**src/rtl/hpm_event_unit.sv**
```systemverilog
// hpm_event_unit: holds the mhpmevent3..mhpmevent(COUNTERS-1) selector CSRs,
// aligns raw microarchitectural events to the M stage, and produces the
// per-counter increment vector CounterEvent for the counter CSR block.
// Optional build macro HPM_EVENT_OUTPUT_REG_EN registers CounterEvent
// (one extra cycle of latency; the inhibit mask is still applied live).
module hpm_event_unit #(
  parameter int XLEN       = 64,
  parameter int COUNTERS   = 32,
  parameter int NUM_EVENTS = 16
) (
  input  logic                clk,
  input  logic                reset,
  input  logic                StallE,
  input  logic                StallM,
  input  logic                FlushM,
  input  logic                InstrValidNotFlushedM,
  input  logic                LoadStallD,
  input  logic                StoreStallD,
  input  logic                BPWrongM,
  input  logic [3:0]          IClassM,
  input  logic                DCacheAccess,
  input  logic                DCacheMiss,
  input  logic                ICacheAccess,
  input  logic                ICacheMiss,
  input  logic                DCacheStallM,
  input  logic                ICacheStallF,
  input  logic                InterruptM,
  input  logic                ExceptionM,
  input  logic                CSRMWriteM,
  input  logic [11:0]         CSRAdrM,
  input  logic [XLEN-1:0]     CSRWriteValM,
  input  logic [31:0]         MCOUNTINHIBIT_REGW,
  output logic [COUNTERS-1:0] CounterEvent,
  output logic [XLEN-1:0]     EventSelReadValM,
  output logic                EventSelHitM
);

  logic [4:0]          sel_q [COUNTERS];
  logic [4:0]          sel_d [COUNTERS];
  logic [4:0]          wr_code;
  logic [4:0]          rd_code;
  logic                load_stall_e_q, load_stall_e_d;
  logic                store_stall_e_q, store_stall_e_d;
  logic                load_stall_m_q, load_stall_m_d;
  logic                store_stall_m_q, store_stall_m_d;
  logic                dcache_stall_prev_q;
  logic [31:0]         raw_event;
  logic [COUNTERS-1:0] event_unmasked;
  logic [COUNTERS-1:0] event_out;

  // Upper write-data bits, return/call class bits and inhibit bits beyond
  // the implemented counters carry no meaning here.
  logic unused_inputs;
  assign unused_inputs = &{1'b0, IClassM[3:2], CSRWriteValM, MCOUNTINHIBIT_REGW};

  // WARL: codes outside the implemented event range collapse to "none".
  assign wr_code = ({1'b0, CSRWriteValM[4:0]} < 6'(NUM_EVENTS)) ? CSRWriteValM[4:0] : 5'd0;

  // Selector next state: only implemented counters 3..COUNTERS-1 accept writes.
  always_comb begin
    for (int i = 0; i < COUNTERS; i++) begin
      sel_d[i] = sel_q[i];
      if (i >= 3 && CSRMWriteM && CSRAdrM == 12'(32'h320 + i)) sel_d[i] = wr_code;
    end
  end

  // Selector registers; counters 0..2 are fixed-function and stay 0.
  always_ff @(posedge clk) begin
    for (int i = 0; i < COUNTERS; i++) sel_q[i] <= reset ? 5'd0 : sel_d[i];
  end

  // Stall pipeline next state: E holds under StallE, M clears on FlushM first.
  always_comb begin
    load_stall_e_d  = StallE ? load_stall_e_q  : LoadStallD;
    store_stall_e_d = StallE ? store_stall_e_q : StoreStallD;
    load_stall_m_d  = load_stall_m_q;
    store_stall_m_d = store_stall_m_q;
    if (FlushM) begin
      load_stall_m_d  = 1'b0;
      store_stall_m_d = 1'b0;
    end else if (!StallM) begin
      load_stall_m_d  = load_stall_e_q;
      store_stall_m_d = store_stall_e_q;
    end
  end

  // Stall pipeline registers and D$ stall history for episode edge detection.
  always_ff @(posedge clk) begin
    if (reset) begin
      load_stall_e_q      <= 1'b0;
      store_stall_e_q     <= 1'b0;
      load_stall_m_q      <= 1'b0;
      store_stall_m_q     <= 1'b0;
      dcache_stall_prev_q <= 1'b0;
    end else begin
      load_stall_e_q      <= load_stall_e_d;
      store_stall_e_q     <= store_stall_e_d;
      load_stall_m_q      <= load_stall_m_d;
      store_stall_m_q     <= store_stall_m_d;
      dcache_stall_prev_q <= DCacheStallM;
    end
  end

  // Raw event table indexed by selector code; codes 16..31 are unassigned.
  always_comb begin
    raw_event     = '0;
    raw_event[1]  = load_stall_m_q;
    raw_event[2]  = store_stall_m_q;
    raw_event[3]  = BPWrongM & InstrValidNotFlushedM;
    raw_event[4]  = DCacheAccess;
    raw_event[5]  = DCacheMiss;
    raw_event[6]  = ICacheAccess;
    raw_event[7]  = ICacheMiss;
    raw_event[8]  = DCacheStallM;
    raw_event[9]  = ICacheStallF;
    raw_event[10] = InterruptM;
    raw_event[11] = ExceptionM;
    raw_event[12] = IClassM[0] & InstrValidNotFlushedM;
    raw_event[13] = IClassM[1] & InstrValidNotFlushedM;
    raw_event[14] = DCacheStallM & ~dcache_stall_prev_q;
    raw_event[15] = CSRMWriteM & InstrValidNotFlushedM;
  end

  // Per-counter increment before inhibit: cycle, reserved, instret, selected.
  always_comb begin
    event_unmasked = '0;
    event_unmasked[0] = 1'b1;
    event_unmasked[2] = InstrValidNotFlushedM;
    for (int i = 3; i < COUNTERS; i++) event_unmasked[i] = raw_event[sel_q[i]];
  end

`ifdef HPM_EVENT_OUTPUT_REG_EN
  logic [COUNTERS-1:0] event_q;

  // Output register, never stalled; inhibit is applied after it.
  always_ff @(posedge clk) begin
    event_q <= reset ? '0 : event_unmasked;
  end

  assign event_out = event_q;
`else
  assign event_out = event_unmasked;
`endif

  assign CounterEvent = reset ? '0 : (event_out & ~MCOUNTINHIBIT_REGW[COUNTERS-1:0]);

  // CSR read of the mhpmevent window; unimplemented selectors read 0.
  always_comb begin
    rd_code = 5'd0;
    if (EventSelHitM && !reset) begin
      for (int i = 3; i < COUNTERS; i++) begin
        if (CSRAdrM == 12'(32'h320 + i)) rd_code = sel_q[i];
      end
    end
  end

  assign EventSelHitM     = (CSRAdrM >= 12'h323) && (CSRAdrM <= 12'h33F);
  assign EventSelReadValM = {{(XLEN-5){1'b0}}, rd_code};

endmodule

```
**config.mk**
```make
export PLATFORM = sky130hd
export DESIGN_NAME = hpm_event_unit
export DESIGN_NICKNAME = d
export VERILOG_FILES = /design/src/rtl/hpm_event_unit.sv
export SDC_FILE = /design/constraint.sdc
export NUM_CORES = 1
export LEC_CHECK = 0
export CORE_ASPECT_RATIO = 0.5
export CORE_MARGIN = 5
export CORE_UTILIZATION = 50
export CTS_CLUSTER_DIAMETER = 200
export DETAILED_ROUTE_END_ITERATION = 8
export HOLD_SLACK_MARGIN = 0.08
export PLACE_DENSITY = 0.8
export SLEW_MARGIN = 20
export SYNTH_ARGS = -nofsm -noshare
export SYNTH_HDL_FRONTEND = slang
export SYNTH_SLANG_ARGS = --single-unit
```
**constraint.sdc**
```tcl
create_clock -name clk -period 5.8 [get_ports clk]
set_input_delay 1.16 -clock clk [delete_from_list [all_inputs] [get_ports clk]]
set_output_delay 1.16 -clock clk [all_outputs]
set_load 0.005 [all_outputs]
```
==> results of run 1 <==
==> metrics by stage <==
step / total power, mW / utilization
floorplan: 1.050 / -
global placement: 1.137 / 0.5514
detailed placement: 1.146 / 0.5514
CTS: 2.339 / 0.5835
global route: 2.404 / 0.5835
finish: 2.350 / 0.5835
==> cell type report <==
class	instances	area share
well taps	273	0.02835
clock buffers	20	0.03874
repair buffers	148	0.1147
flip-flops and latches	121	0.2011
multi-input cells	936	0.6001
clock inverters	12	0.01620
inverters	3	0.0009347
==> layer usage <==
metal	global-route usage	share of wire	up-vias
li1	-	-	4369
met1	0.3788	0.36	4956
met2	0.4597	0.45	862
met3	0.09409	0.14	178
met4	0.1219	0.043	2
met5	0	0.00036	-
==> logic make-up after synthesis <==
logic type | count (synthesis) | synth area share
AO/OA/AOI/OAI | 235 | 0.1267
buffers and inverters | 231 | 0.1078
flip-flops | 121 | 0.2297
multiplexers | 192 | 0.3266
other | 1 | 0.0003556
AND/OR/NAND/NOR | 448 | 0.2088
==> sequential cells by signal, summed over array words and instances, names as in the netlist <==
register and flops:
sel_q 116, dcache_stall_prev_q 1, load_stall_e_q 1, load_stall_m_q 1, store_stall_e_q 1, store_stall_m_q 1
==> where the power goes <==
group          switching [mW]  total (mW)  internal (mW)
Combinational           0.186       0.307          0.121
Clock                   0.414        1.21          0.794
Sequential            0.00213       0.835          0.833
==> worst min path at each step <==
| stage | cells past startpoint | to | slack (ns) | startpoint |
|---|---|---|---|---|
| 6_report | 2 | sel_q[0][78] | 0.49 | sel_q[0][78] |
| 5_1_grt | 2 | sel_q[1][3] | 0.51 | sel_q[1][3] |
| 4_1_cts | 2 | sel_q[1][18] | 0.49 | sel_q[1][18] |
| 3_5_place_dp | 2 | sel_q[1][38] | 0.48 | sel_q[1][38] |
| 3_3_place_gp | 2 | sel_q[1][38] | 0.46 | sel_q[1][38] |
| 2_1_floorplan | 2 | sel_q[0][58] | 0.45 | sel_q[0][58] |
==> cell usage in the layout (no fill, tap or decap), types with 17 or more instances in the layout <==
cell | netlist | final
sky130_fd_sc_hd__nor3b_1 | 32 | 32
sky130_fd_sc_hd__nand2_1 | 200 | 200
sky130_fd_sc_hd__a21oi_1 | 121 | 121
sky130_fd_sc_hd__dfxtp_1 | 121 | 121
sky130_fd_sc_hd__nor2_1 | 51 | 51
sky130_fd_sc_hd__buf_4 | 65 | 44
sky130_fd_sc_hd__clkbuf_16 | 0 | 17
sky130_fd_sc_hd__mux2i_1 | 37 | 37
sky130_fd_sc_hd__nand3_1 | 87 | 87
sky130_fd_sc_hd__mux4_2 | 118 | 118
sky130_fd_sc_hd__mux2_2 | 37 | 37
sky130_fd_sc_hd__conb_1 | 1 | 61
sky130_fd_sc_hd__clkdlybuf4s50_1 | 0 | 100
sky130_fd_sc_hd__o21ai_0 | 58 | 58
==> tightest hold or removal path, stage by stage, from the launching register on <==
cell,delay (ns)
sky130_fd_sc_hd__dfxtp_1,0.33
sky130_fd_sc_hd__nand2_1,0.06
sky130_fd_sc_hd__a21oi_1,0.05
==> results.md, run 1 <==
- After routing, the total negative slack on setup checks comes to 0 ns.
- The count of cell instances traversed by the critical path is 9.
- Summing all multi-input logic gate instances after layout gives 7229 um2.
- The largest net degree at the start of global routing is 153.
- The share of the synthesized area in the top cell type is 0.2520.
- Yosys mapped the design onto 60 distinct sky130hd cell types.
- After the first detailed-routing iteration, the DRC count stood at 1,555.
- The path class of the tightest hold or removal check is flop to flop.
- The register clock-pin slew on the reported worst setup and hold paths is 0.06 ns.
- In the final layout, the share of cells above drive strength 1 is 0.1984.
- Clock latency on the worst-skew pair, taken at its later pin, is 0.43 ns.
- The max-cap check violation count is 0.
- The most common cell in the synthesized netlist is sky130_fd_sc_hd__nand2_1.
- The final non-filler cell total is 1,513.
- The reg-to-reg critical path startpoint is store_stall_m_q.
- The overall routing resource usage is 0.2930.
- Across the whole layout, storage elements account for 2422 um2.
- The worst register-to-register path has a depth of 2.
- The cell family contributing the most delay on the critical path is buffers and inverters.
- Hold repair after CTS inserted 0 buffers.
- In this run, post-CTS repair resized a total of 0 instances.
- Setup violations remaining at the end of the flow were counted as 0.
- In this run, placement finished with an instance count of 1,481.
- The floorplan step set the die width to 215.4 um.
- The flow ran to the end, and the final reports show no timing, DRC or antenna violations.
- Hold is met by 0.4944 ns.
- The cell count after synthesis is 1,228.
- The post-synthesis to final-layout area growth is 14.24%.
- Before antenna repair, the detailed router went through 8 iterations.
- The category of the critical setup timing path is input port to output pin.
- The largest total area in the synthesized netlist belongs to sky130_fd_sc_hd__mux4_2.
- The worst register-to-register path ends at store_stall_m_q.
- The number of hold violations in the final report was 0.
- The buffer and inverter count on the worst path is 3.
- The overall die area is 24,270 um2.
- The root cell of the clock tree is sky130_fd_sc_hd__clkbuf_16.
- The worst-path maximum fanout is 12.
- The share of synthesized registers carrying an async set or reset is 0.
- For this design the ratio of total power to cell area is 195.1 nW/um2.
- During placement, the flow inserted port buffers numbering 103.
- The signal on the critical path passes through clkdlybuf4s50_1, buf_4, or3b_1, a21oi_1, o311ai_0, a221oi_1, o2111ai_1, a31oi_1, clkdlybuf4s50_1.
- The required time of the critical path is 4.64 ns.
- The post-layout instance area is 12,050 um2.
- The worst setup path is launched from an input port.
- The net total in the final layout is 1,357.
- Yosys printed 0 warnings.
- Once detail routing completed, the nets flagged for antenna violations numbered 0.
- The measured slew at the worst slew-check pin is 0.9811 ns.
- The height of the chip is 112.7 um.
- Headroom to the max-slew limit came out at 0.3459.
- The count of fill cells added during filler insertion is 1,738.
- The termination of the worst setup path is EventSelReadValM[0].
- The placeable core region is 20,650 um2.
- IR analysis of the VDD net gives a maximum drop of 151.7 uV.
- OpenSTA, run right after detailed placement, puts the worst setup slack at 0.3818 ns.
- The most used flip-flop cell after synthesis is sky130_fd_sc_hd__dfxtp_1.
- In the routed design, unresolved DRC markers number 0.
- The shortest period the worst path allows is 5.520 ns.
- In this run the number of H-tree levels came out at 4.
- In this design, the critical path's most frequently occurring cell is sky130_fd_sc_hd__clkdlybuf4s50_1.
- In the finished design, the share of the clock period the worst path needs comes to 0.9518.
- The clock tree buffer depth is 2.
- The sequential cell area fraction in the yosys report is 0.2297.
- After detailed routing, the average wire length per cell comes to 24.17 um.
- Across all setup checks in the final design, the least slack found is 0.2796 ns.
- The data arrival time of the critical path is 4.36 ns.
- The final max-slew violation count is 0.
- Yosys mapped a number of flops with a built-in enable equal to 0.
- The number of global-route vias before repair is 9,979.
- Setup repair after global routing left no endpoint under its margin.
- The first global-routing pass estimated 56.24 mm of wire.
- The number of vias per cell after detailed routing is 6.852.
- The cell at the slowest stage of the critical path is sky130_fd_sc_hd__clkdlybuf4s50_1.
- The standard cell area after detailed placement is 11,390 um2.
- By area the synthesized netlist is led by sky130_fd_sc_hd__mux4_2 (25%), sky130_fd_sc_hd__dfxtp_1 (23%), sky130_fd_sc_hd__nand2_1 (7.1%), sky130_fd_sc_hd__a21oi_1 (5.7%), sky130_fd_sc_hd__buf_4 (4.6%).
- The clock skew after layout is 0.00003322 ns.
- Averaged over all synthesized cells, the footprint is 8.588 um2.
- The routability congestion estimate is 1.037.
- The critical path starts at CSRAdrM[2].
- The analysis attributes to cell leakage a power of 3.820 nW.
- The initial standard-cell utilization of the core is 0.5108.
- The number of standard-cell rows in the floorplan is 37.
- The wire length after detailed routing is 36.57 mm.
- The kind of end point of the critical path is an output pin.
- Summed over all layers, the global routing overflow is 0.
- Synthesis inferred 121 register bits.
- During I/O placement, the number of pins put on the boundary was 227.
- In this design, the stage delay of the slowest critical-path cell is 0.61 ns.
- The count of inserted antenna diode cells is 0.
- TritonCTS built the clock tree.
- The sink count of the clock tree is 121.
- The count of vias placed by the detailed router is 10,370.
- The mapped cell area is 10,550 um2.
- Ranked by instance count, the synthesized netlist is headed by sky130_fd_sc_hd__nand2_1 (200), sky130_fd_sc_hd__a21oi_1 (121), sky130_fd_sc_hd__dfxtp_1 (121).
- The total half-perimeter wirelength after legalization and detailed placement is 23.75 mm.
- The number of setup buffers added after CTS is 0.
- Based on the critical path, the design can be clocked at up to 181.1 MHz.
- The setup slack of the worst register-to-register path is 4.60 ns.
- Counting the buffers created by CTS gives 17.
- The number of antenna violations at the first check in global routing is 1.
No activity file was read; power rests on OpenSTA's default activity.
==> inputs of run 2 (changes only) <==
--- a/config.mk
+++ b/config.mk
@@ -12,6 +12,7 @@
 export DETAILED_ROUTE_END_ITERATION = 8
 export HOLD_SLACK_MARGIN = 0.08
 export PLACE_DENSITY = 0.8
+export SKIP_CTS_REPAIR_TIMING = 1
 export SLEW_MARGIN = 20
 export SYNTH_ARGS = -nofsm -noshare
 export SYNTH_HDL_FRONTEND = slang
==> results of run 2 <==
Same layout as run 1: the final DEF is identical, and so are final timing and power.
